`src/rtl/y86_pkg.sv`:
```
// Shared Y86-64 constants and the E/M pipeline bundle.
// Imported by the execute stage and its condition evaluator.
package y86_pkg;

    localparam logic [3:0] I_HALT  = 4'h0;
    localparam logic [3:0] I_NOP   = 4'h1;
    localparam logic [3:0] I_RRMOV = 4'h2;
    localparam logic [3:0] I_IRMOV = 4'h3;
    localparam logic [3:0] I_RMMOV = 4'h4;
    localparam logic [3:0] I_MRMOV = 4'h5;
    localparam logic [3:0] I_OPQ   = 4'h6;
    localparam logic [3:0] I_JXX   = 4'h7;
    localparam logic [3:0] I_CALL  = 4'h8;
    localparam logic [3:0] I_RET   = 4'h9;
    localparam logic [3:0] I_PUSHQ = 4'hA;
    localparam logic [3:0] I_POPQ  = 4'hB;

    localparam logic [2:0] S_AOK = 3'd1;
    localparam logic [2:0] S_HLT = 3'd2;
    localparam logic [2:0] S_ADR = 3'd3;
    localparam logic [2:0] S_INS = 3'd4;

    localparam logic [3:0] REG_NONE = 4'hF;

    localparam logic [3:0] C_ALWAYS = 4'h0;
    localparam logic [3:0] C_LE     = 4'h1;
    localparam logic [3:0] C_L      = 4'h2;
    localparam logic [3:0] C_E      = 4'h3;
    localparam logic [3:0] C_NE     = 4'h4;
    localparam logic [3:0] C_GE     = 4'h5;
    localparam logic [3:0] C_G      = 4'h6;

    localparam logic [1:0] ALU_ADD = 2'b00;
    localparam logic [1:0] ALU_SUB = 2'b01;
    localparam logic [1:0] ALU_AND = 2'b10;
    localparam logic [1:0] ALU_XOR = 2'b11;

    localparam logic [63:0] K_NEG8 = 64'hFFFF_FFFF_FFFF_FFF8;
    localparam logic [63:0] K_POS8 = 64'd8;

    typedef struct packed {
        logic [2:0]  stat;
        logic [3:0]  icode;
        logic        cnd;
        logic [63:0] val_e;
        logic [63:0] val_a;
        logic [3:0]  dst_e;
        logic [3:0]  dst_m;
    } em_t;

endpackage

```
`src/rtl/y86_cond_eval.sv`:
```
// Y86 jXX/cmovXX condition evaluator, purely combinational.
// Ports: cc {ZF,SF,OF}, ifun condition code -> cnd.
module cond_eval
    import y86_pkg::*;
(
    input  logic [2:0] cc,
    input  logic [3:0] ifun,
    output logic       cnd
);

    logic zf;
    logic sf;
    logic of;

    assign zf = cc[2];
    assign sf = cc[1];
    assign of = cc[0];

    always_comb begin
        cnd = 1'b0;
        unique case (ifun)
            C_ALWAYS: cnd = 1'b1;
            C_LE:     cnd = (sf ^ of) | zf;
            C_L:      cnd = sf ^ of;
            C_E:      cnd = zf;
            C_NE:     cnd = !zf;
            C_GE:     cnd = !(sf ^ of);
            C_G:      cnd = !(sf ^ of) & !zf;
            default:  cnd = 1'b0;
        endcase
    end

endmodule

```
`src/rtl/y86_execute_stage.sv`:
```
// Y86-64 execute stage: ALU operand select, CC register, E/M register.
// Ports: E_* decoded fields in, alu_* to/from external ALU, e_* fwd, M_* out.
module y86_execute_stage
    import y86_pkg::*;
#(
    parameter int         W     = 64,
    parameter logic [3:0] RNONE = REG_NONE
) (
    input  logic         clk,
    input  logic         rst_n,
    input  logic [2:0]   E_stat,
    input  logic [3:0]   E_icode,
    input  logic [3:0]   E_ifun,
    input  logic [W-1:0] E_valC,
    input  logic [W-1:0] E_valA,
    input  logic [W-1:0] E_valB,
    input  logic [3:0]   E_dstE,
    input  logic [3:0]   E_dstM,
    input  logic         m_stat_exc,
    input  logic         W_stat_exc,
    input  logic         M_bubble,
    output logic [1:0]   alu_ctrl,
    output logic [W-1:0] alu_a,
    output logic [W-1:0] alu_b,
    input  logic [W-1:0] alu_ans,
    input  logic         alu_of,
    output logic [W-1:0] e_valE,
    output logic [3:0]   e_dstE,
    output logic         e_Cnd,
    output logic [2:0]   cc,
    output logic [2:0]   M_stat,
    output logic [3:0]   M_icode,
    output logic         M_Cnd,
    output logic [W-1:0] M_valE,
    output logic [W-1:0] M_valA,
    output logic [3:0]   M_dstE,
    output logic [3:0]   M_dstM
);

    localparam em_t EM_BUBBLE = '{
        stat:  S_AOK,
        icode: I_NOP,
        cnd:   1'b0,
        val_e: '0,
        val_a: '0,
        dst_e: RNONE,
        dst_m: RNONE
    };

    logic [W-1:0] alu_a_sel;
    logic [W-1:0] alu_b_sel;
    logic [2:0]   cc_q;
    logic         set_cc;
    em_t          em_d;
    em_t          em_q;

    always_comb begin
        alu_a_sel = '0;
        unique case (1'b1)
            (E_icode == I_RRMOV) || (E_icode == I_OPQ):
                alu_a_sel = E_valA;
            (E_icode == I_IRMOV) || (E_icode == I_RMMOV) ||
            (E_icode == I_MRMOV):
                alu_a_sel = E_valC;
            (E_icode == I_CALL) || (E_icode == I_PUSHQ):
                alu_a_sel = K_NEG8;
            (E_icode == I_RET) || (E_icode == I_POPQ):
                alu_a_sel = K_POS8;
            default:
                alu_a_sel = '0;
        endcase
    end

    always_comb begin
        alu_b_sel = '0;
        unique case (1'b1)
            (E_icode == I_RMMOV) || (E_icode == I_MRMOV) ||
            (E_icode == I_OPQ)   || (E_icode == I_CALL)  ||
            (E_icode == I_RET)   || (E_icode == I_PUSHQ) ||
            (E_icode == I_POPQ):
                alu_b_sel = E_valB;
            default:
                alu_b_sel = '0;
        endcase
    end

    // Swapped so that the ALU's a - b computes valB - valA.
    assign alu_a    = alu_b_sel;
    assign alu_b    = alu_a_sel;
    assign alu_ctrl = (E_icode == I_OPQ) ? E_ifun[1:0] : ALU_ADD;

    // Conditions see the flags from before this instruction's update.
    cond_eval u_cond (
        .cc   (cc_q),
        .ifun (E_ifun),
        .cnd  (e_Cnd)
    );

    assign e_valE = alu_ans;
    assign e_dstE = ((E_icode == I_RRMOV) && !e_Cnd) ? RNONE : E_dstE;

    // Younger exceptional instructions must not disturb architectural flags.
    assign set_cc = (E_icode == I_OPQ) && (E_stat == S_AOK) &&
                    !m_stat_exc && !W_stat_exc;

    always_comb begin
        em_d = '{
            stat:  E_stat,
            icode: E_icode,
            cnd:   e_Cnd,
            val_e: alu_ans,
            val_a: E_valA,
            dst_e: e_dstE,
            dst_m: E_dstM
        };
    end

    always_ff @(posedge clk) begin
        if (!rst_n) begin
            cc_q <= 3'b100;
            em_q <= EM_BUBBLE;
        end else begin
            if (set_cc) begin
                cc_q <= {alu_ans == '0, alu_ans[W-1], alu_of};
            end
            em_q <= M_bubble ? EM_BUBBLE : em_d;
        end
    end

    assign cc      = cc_q;
    assign M_stat  = em_q.stat;
    assign M_icode = em_q.icode;
    assign M_Cnd   = em_q.cnd;
    assign M_valE  = em_q.val_e;
    assign M_valA  = em_q.val_a;
    assign M_dstE  = em_q.dst_e;
    assign M_dstM  = em_q.dst_m;

endmodule

```
`config.mk`:
```
export PLATFORM = sky130hd
export DESIGN_NAME = y86_execute_stage
export DESIGN_NICKNAME = d
export VERILOG_FILES = /design/src/rtl/y86_pkg.sv /design/src/rtl/y86_cond_eval.sv /design/src/rtl/y86_execute_stage.sv
export SDC_FILE = /design/constraint.sdc
export NUM_CORES = 1
export LEC_CHECK = 0
export CAP_MARGIN = 20
export CORE_AREA = 2 2 242 244
export DETAILED_ROUTE_END_ITERATION = 16
export DIE_AREA = 0 0 244 246
export PLACE_DENSITY = 0.44
export SLEW_MARGIN = 20
export SYNTH_ARGS = -nofsm -noshare
export SYNTH_HDL_FRONTEND = slang
export SYNTH_SLANG_ARGS = --single-unit
```
`constraint.sdc`:
```
create_clock -name clk -period 1.6 [get_ports clk]
set_input_delay 0.24 -clock clk [delete_from_list [all_inputs] [get_ports clk]]
set_output_delay 0.24 -clock clk [all_outputs]
set_load 0.01 [all_outputs]
```
# [After elaboration in Yosys (flattened, before gate mapping)]
# Cells that the tools add are included.
[classes] n_eq_ne=16 mux=5 bitwise=4 n_reduce_logical=23
[op_table] cell="$pmux W64 S4" count=1
[op_table] cell="$logic_not A64 Y1" count=1
[op_table] cell="$mux W64" count=1
[op_table] cell="$eq A4 B3 Y1 const B" count=6
[op_table] cell="$eq A4 B2 Y1 const B" count=4
[op_table] cell="$eq A4 B4 Y1 const B" count=4
[op_table] cell="$logic_or A1 B1 Y1" count=11
[op_table] cell="$pmux W1 S7" count=1
[op_table] cell="$logic_not A1 Y1" count=5
[op_table] cell="$eq A4 B1 Y1 const B" count=1
[op_table] cell="$logic_and A1 B1 Y1" count=4
[op_table] cell="$logic_not A4 Y1" count=1
[op_table] cell="$mux W4" count=1
[op_table] cell="$eq A3 B1 Y1 const B" count=1
[op_table] cell="$mux W2" count=1
[op_table] cell="$reduce_or A2 Y1" count=1
[op_table] cell="$and A1 B1 Y1" count=1
[op_table] cell="$not A1 Y1" count=1
[op_table] cell="$or A1 B1 Y1" count=1
[op_table] cell="$xor A1 B1 Y1" count=1
[word_totals] regBits=147 in_bits=281 out_inout_bits=346 wordCells=56

# [Longest topological paths before layout]
# Gate-level depths: netlist of the first run.
[depth] depth_word=8 ltp_mapped=6 ltp_nobuf=4

# [Cells and area by module]
# From an unflattened synthesis of the first run, not the netlist that was laid out.
[hier_totals] hier_cells=589 area_unflattened_um2=6015.8
[by_module_without_submodules] module="y86_execute_stage" instances=1 cells_each=579 area_per_inst_um2=5934.4 seq_area_each_um2=2942.8
[by_module_without_submodules] module="cond_eval" instances=1 cells_each=10 area_per_inst_um2=81.3 seq_area_each_um2=0.0

# [Worst setup path before layout of the first run]
# No wires, ideal clock.
[synth_path] kind="register to output" from="register cc_q[1], in the netlist cc[1]" to="output e_dstE[0]" arrival_ps=1320 t_required_ps=1360 setup_slack_ps=40 stages_incl_launch_ff=6 path_buffers=1 cell_sequence="dfxtp_1 xor2_1 o21ai_0 o211a_1 buf_2 o21bai_1"
[synth_via] elab_chain_len=7 elab_cells_between_ends=8 classes_between="2 x mux; 3 x bitwise; 3 x reduce/logical"
[synth_lines] element="from (decl)" line="y86_execute_stage.sv:52" text="logic [2:0] cc_q;"
[synth_lines] element="from (signal assigned)" line="y86_execute_stage.sv:124" text="cc_q <= {alu_ans == '0, alu_ans[W-1], alu_of};"
[synth_lines] element="$xor A1 B1 Y1 (*)"
[synth_lines] element="$logic_not A1 Y1" line="y86_cond_eval.sv:27, y86_cond_eval.sv:28"
[synth_lines] element="$and A1 B1 Y1" line="y86_cond_eval.sv:28" text="C_G: cnd = !(sf ^ of) & !zf;"
[synth_lines] element="$pmux W1 S7 (*)" line="y86_cond_eval.sv:21" text="unique case (ifun)"
[synth_lines] element="net e_Cnd" line="y86_execute_stage.sv:29" text="output logic e_Cnd,"
[synth_lines] element="$logic_not A1 Y1 (*)" line="y86_execute_stage.sv:100" text="assign e_dstE = ((E_icode == I_RRMOV) && !e_Cnd) ? RNONE : E_dstE;"
[synth_lines] element="$logic_and A1 B1 Y1 (*)" line="y86_execute_stage.sv:100"
[synth_lines] element="$mux W4 (*)" line="y86_execute_stage.sv:100"
[synth_lines] element="to (decl)" line="y86_execute_stage.sv:28" text="output logic [3:0] e_dstE,"
# The timed path passes the listed nets; every way through them passes the cells marked *.

# [Worst setup path after layout of the first run]
[layout_path] from="register cc_q[1], in the netlist cc[1]" to="output e_dstE[2]"
[layout_via] elab_chain_len=7 elab_cells_between_ends=8 classes_between="2 x mux; 3 x bitwise; 3 x reduce/logical"
[layout_lines] element="$xor A1 B1 Y1 (*)"
[layout_lines] element="$logic_not A1 Y1" line="y86_cond_eval.sv:27, y86_cond_eval.sv:28"
[layout_lines] element="$and A1 B1 Y1" line="y86_cond_eval.sv:28"
[layout_lines] element="$pmux W1 S7 (*)" line="y86_cond_eval.sv:21"
[layout_lines] element="$logic_not A1 Y1 (*)" line="y86_execute_stage.sv:100"
[layout_lines] element="$logic_and A1 B1 Y1 (*)" line="y86_execute_stage.sv:100"
[layout_lines] element="$mux W4 (*)" line="y86_execute_stage.sv:100"
# Every way passes the cells marked *; elsewhere a longest branch is shown, timed or not.

==> implementation parameters, run 1 <==
Parameter                              Value

Status
  Result of the run ... complete, but fails checks
  Failing checks ... negative setup slack

Synth
  Warning count from the yosys run ... 0
  Post-synthesis sequential area ratio ... 48.7%
  Post-Synthesis Mean Instance Area ... 10.2 µm²
  Complex-gate fraction of the synthesized area ... 12.5%
  Cell types occupying the most area after synthesis ... dfxtp_1 49%, and2_1 14%, a221o_1 9.9%, buf_4 8.7%, nor2b_1 7.1%
  Post-Synth Simple-Gate Area ... 25.9%
  Synthesized cell area ... 0.00604 mm²
  Fraction of registers with async set/reset ... 0%
  Count of unique library cells instantiated by Yosys ... 33
  Most frequently used cell type in the post-synthesis netlist ... dfxtp_1
  Commonest register cell after synthesis ... dfxtp_1
  Syn Inst Count ... 593
  Fraction of the mapped netlist area in adder cells ... 0%
  Ranking of synthesized cells by instance count ... 147 x dfxtp_1, 135 x and2_1, 70 x buf_4
  Share of the synthesized area in the top cell type ... 48.7%
  Share of synthesized area spent on multiplexers ... 0.580%
  Register bit count reported by yosys ... 147
  XOR/XNOR share of the synthesized area ... 0.145%
  Number of flops mapped to enable cells by yosys ... 0
  Mapped Nets ... 874
  Largest family of logic cells by synthesized area ... simple AND/OR/NAND/NOR gates
  Post-synth top area cell ... dfxtp_1

Detailed routing
  Remaining design rule violation count ... 0
  Number of detailed-routing iterations run before antenna repair ... 4
  Wire length after detailed routing ... 39.1 mm
  First DRT Iteration DRCs ... 181
  DR WL/cell ... 18.2 µm
  Via-per-instance ratio ... 3.55
  Antenna Nets Post-Route ... 0
  Vias post-DR ... 7602

Power and ir drop
  Leakage power total ... 7.31 nW
  Share of total power in the clock network ... 38.0%
  Peak ir drop on the vdd network ... 0.776 mV
  Seq pwr share ... 34.3%
  Int Power ... 8.13 mW
  Total power divided by cell area ... 734 mW/mm²
  Combinational power share ... 27.7%
  PnR Total Power ... 11.2 mW
  Switching power ... 3.04 mW
  Sw Share ... 27.2%

Global route
  Maximum number of pins on one net before global-route repair ... 57
  Antenna violations before repair ... 0
  Fraction of met3 tracks used by global routing ... 4.18%
  Layer carrying the most global-route usage ... met2
  Number of global-route vias before repair ... 8190
  Met1 layer usage reported by global route ... 12.7%
  Met2 track demand over resource in global routing ... 23.8%
  Wire length of the first global-routing pass ... 54.2 mm
  Total grt overflow ... 0
  Overall track demand over capacity in global routing ... 12.5%

Die
  Total core area ... 0.0574 mm²
  Number of core rows ... 88
  Top Ports ... 627
  Vertical die dimension ... 246 µm
  Die ar. ... 0.0600 mm²
  Effective utilization at floorplan ... 10.5%
  Floorplan die width ... 244 µm

Cells and area
  Layout cell share with drive strength beyond 1 ... 32.3%
  Total Nets Final ... 1647
  Antenna fix cells ... 0
  Area of the multi-input gates ... 0.00257 mm²
  Final standard cell area without fillers ... 0.0152 mm²
  Filler cell count ... 6149
  Layout Area Growth over Synthesis ... 152%
  Total area of sequential cells ... 0.00295 mm²

Critical path
  CP arrival ... 1.86 ns
  Peak fanout along the critical path ... 5
  Worst endpoint required time ... 1.36 ns
  Startpoint types ... register
  CP endpoint kind ... output pin
  Critical path type ... reg -> out

Clock tree
  Max Root-Sink Buffers ... 2
  Number of H-tree branching levels ... 4
  CTS Root Cell ... clkbuf_16
  Number of buffers created by CTS ... 17
  Clock tree from TritonCTS ... done
  Clk pin slew, worst setup/hold paths ... 0.07 ns
  Clock Sink Count ... 147
  Clock network latency to the later pin of the worst-skew pair ... 0.46 ns

Timing
  Worst slew slack as a fraction of its limit ... 76.5%
  Number of setup violations in the final report ... 68
  RSZ-0062 raised after global routing ... true
  Clock period minus final worst setup slack ... 2.10 ns
  Fmax ... 0.476 GHz
  Hold Violations, Final ... 0
  Final WS setup ... -0.502 ns
  Tightest Pin Transition ... 0.350 ns
  Final cycle utilization of the critical path ... 131%
  Hold WS ... 0.148 ns
  Setup skew after layout ... 0.0100 ns
  Final count of pins violating max slew ... 0

Hold path
  Hold Crit Class ... in -> reg

Placement
  Post-DP HPWL ... 29.5 mm
  Standard cell area after detailed placement ... 0.0139 mm²
  Global placement routability congestion ... 0.885
  Count of input and output buffers ... 626
  DP Worst Slack ... -0.929 ns

Run
  Maximum capacitance violations ... 0
-- through the flow --
step / setup TNS (ns) / std cells / utilization (%)
3_3_place_gp: -113.29 / 2031 / 24.2
6_report: -19.51 / 2144 / 26.6
2_1_floorplan: 0 / 593 / -
3_5_place_dp: -113.70 / 2031 / 24.2
5_1_grt: -24.44 / 2144 / 26.6
4_1_cts: -19.80 / 2132 / 26.3
-- cell families (layout without fill, tap and decap cells) --
group | after synthesis | count (layout)
AOI/OAI and AO/OA | 82 | 82
DFF | 147 | 147
and+or+nand+nor | 250 | 250
xor gates and xnor gates | 1 | 1
buffers and inverters | 110 | 896
muxes | 3 | 3
-- power by group through the flow --
stage                     sequential (mW)  clock [mW]  combinational [mW]
final                                3.83        4.24                3.10
after global routing                 3.84        4.59                3.28
after CTS                            3.83        4.45                3.10
after detailed placement             3.92           0                2.99
after global placement               3.92           0                3.00
after floorplan                      4.00           0               0.787
-- path summary, 6_finish.rpt --
check | start | end | slack, ns | cells past startpoint
max | cc[1] | e_dstE[2] | -0.50 | 6
max reg2reg | cc[1] | M_Cnd | 0.16 | 6
min | E_icode[0] | M_icode[0] | 0.15 | 3
min reg2reg | cc[0] | cc[0] | 0.67 | 3
-- layout by cell type (no fill, tap or decap), types with 2 or more instances in the layout --
cell type / synthesis / layout
a221o_1: 60 / 60
a22o_1: 3 / 3
a31oi_1: 2 / 2
and2_1: 135 / 135
buf_12: 0 / 16
buf_16: 0 / 11
buf_2: 17 / 104
buf_4: 70 / 139
buf_6: 5 / 74
buf_8: 0 / 14
bufinv_16: 0 / 3
clkbuf_16: 0 / 20
clkbuf_2: 0 / 10
clkdlybuf4s50_1: 0 / 289
clkinv_2: 0 / 4
clkinv_4: 0 / 3
dfxtp_1: 147 / 145
dfxtp_4: 0 / 2
dlygate4sd2_1: 0 / 172
dlymetal6s2s_1: 0 / 27
inv_6: 0 / 4
mux2i_1: 2 / 2
nand2b_1: 10 / 10
nand4_1: 4 / 4
nor2_1: 9 / 8
nor2b_1: 69 / 48
nor2b_2: 0 / 10
nor2b_4: 0 / 11
nor4_1: 17 / 11
nor4_2: 0 / 5
o21ai_1: 5 / 5
o21bai_1: 4 / 4
-- timing repair --
item | 4_1_cts | 5_1_grt
hold buffers | 0 | 0
pin swaps | 36 | 50
setup buffers | 56 | 30
resized for setup | 791 | 119
setup endpoints to repair | 307 | 146
gates cloned | 15 | 4
-- layout make-up --
cell class	count	share of cell area, %
Clock buffer	17	2.79
Clock inverter	15	1.17
Inverter	3	0.0903
Multi-Input combinational cell	336	16.9
Sequential cell	147	19.4
Tap cell	765	6.28
Timing Repair Buffer	861	53.4
-- state kept, by name, indices dropped and copies added, names as in the netlist --
name,cells
M_valA,64
M_valE,64
M_dstE,4
M_dstM,4
M_icode,4
M_stat,3
cc,3
M_Cnd,1
-- worst max-delay path, stage by stage (launching register included) --
cell and delay (ns):
dfxtp_4 0.36, xor2_4 0.19, a211o_1 0.23, o211a_1 0.14, buf_6 0.13, o21bai_1 0.17, buf_2 0.18
-- per-layer routing --
metal	up-vias	part of all wire (%)
li1	3530	-
met1	3616	36
met2	419	54
met3	37	7.6
met4	0	1.9
met5	-	0
(Power assumes the default switching activity.)
==> inputs of run 2 (changes only) <==
--- a/config.mk
+++ b/config.mk
@@ -5,6 +5,7 @@
 export SDC_FILE = /design/constraint.sdc
 export NUM_CORES = 1
 export LEC_CHECK = 0
+export ABC_AREA = 0
 export CAP_MARGIN = 20
 export CORE_AREA = 2 2 242 244
 export DETAILED_ROUTE_END_ITERATION = 16
==> results of run 2 <==
No change in the layout: final DEF, timing and power equal those of run 1.
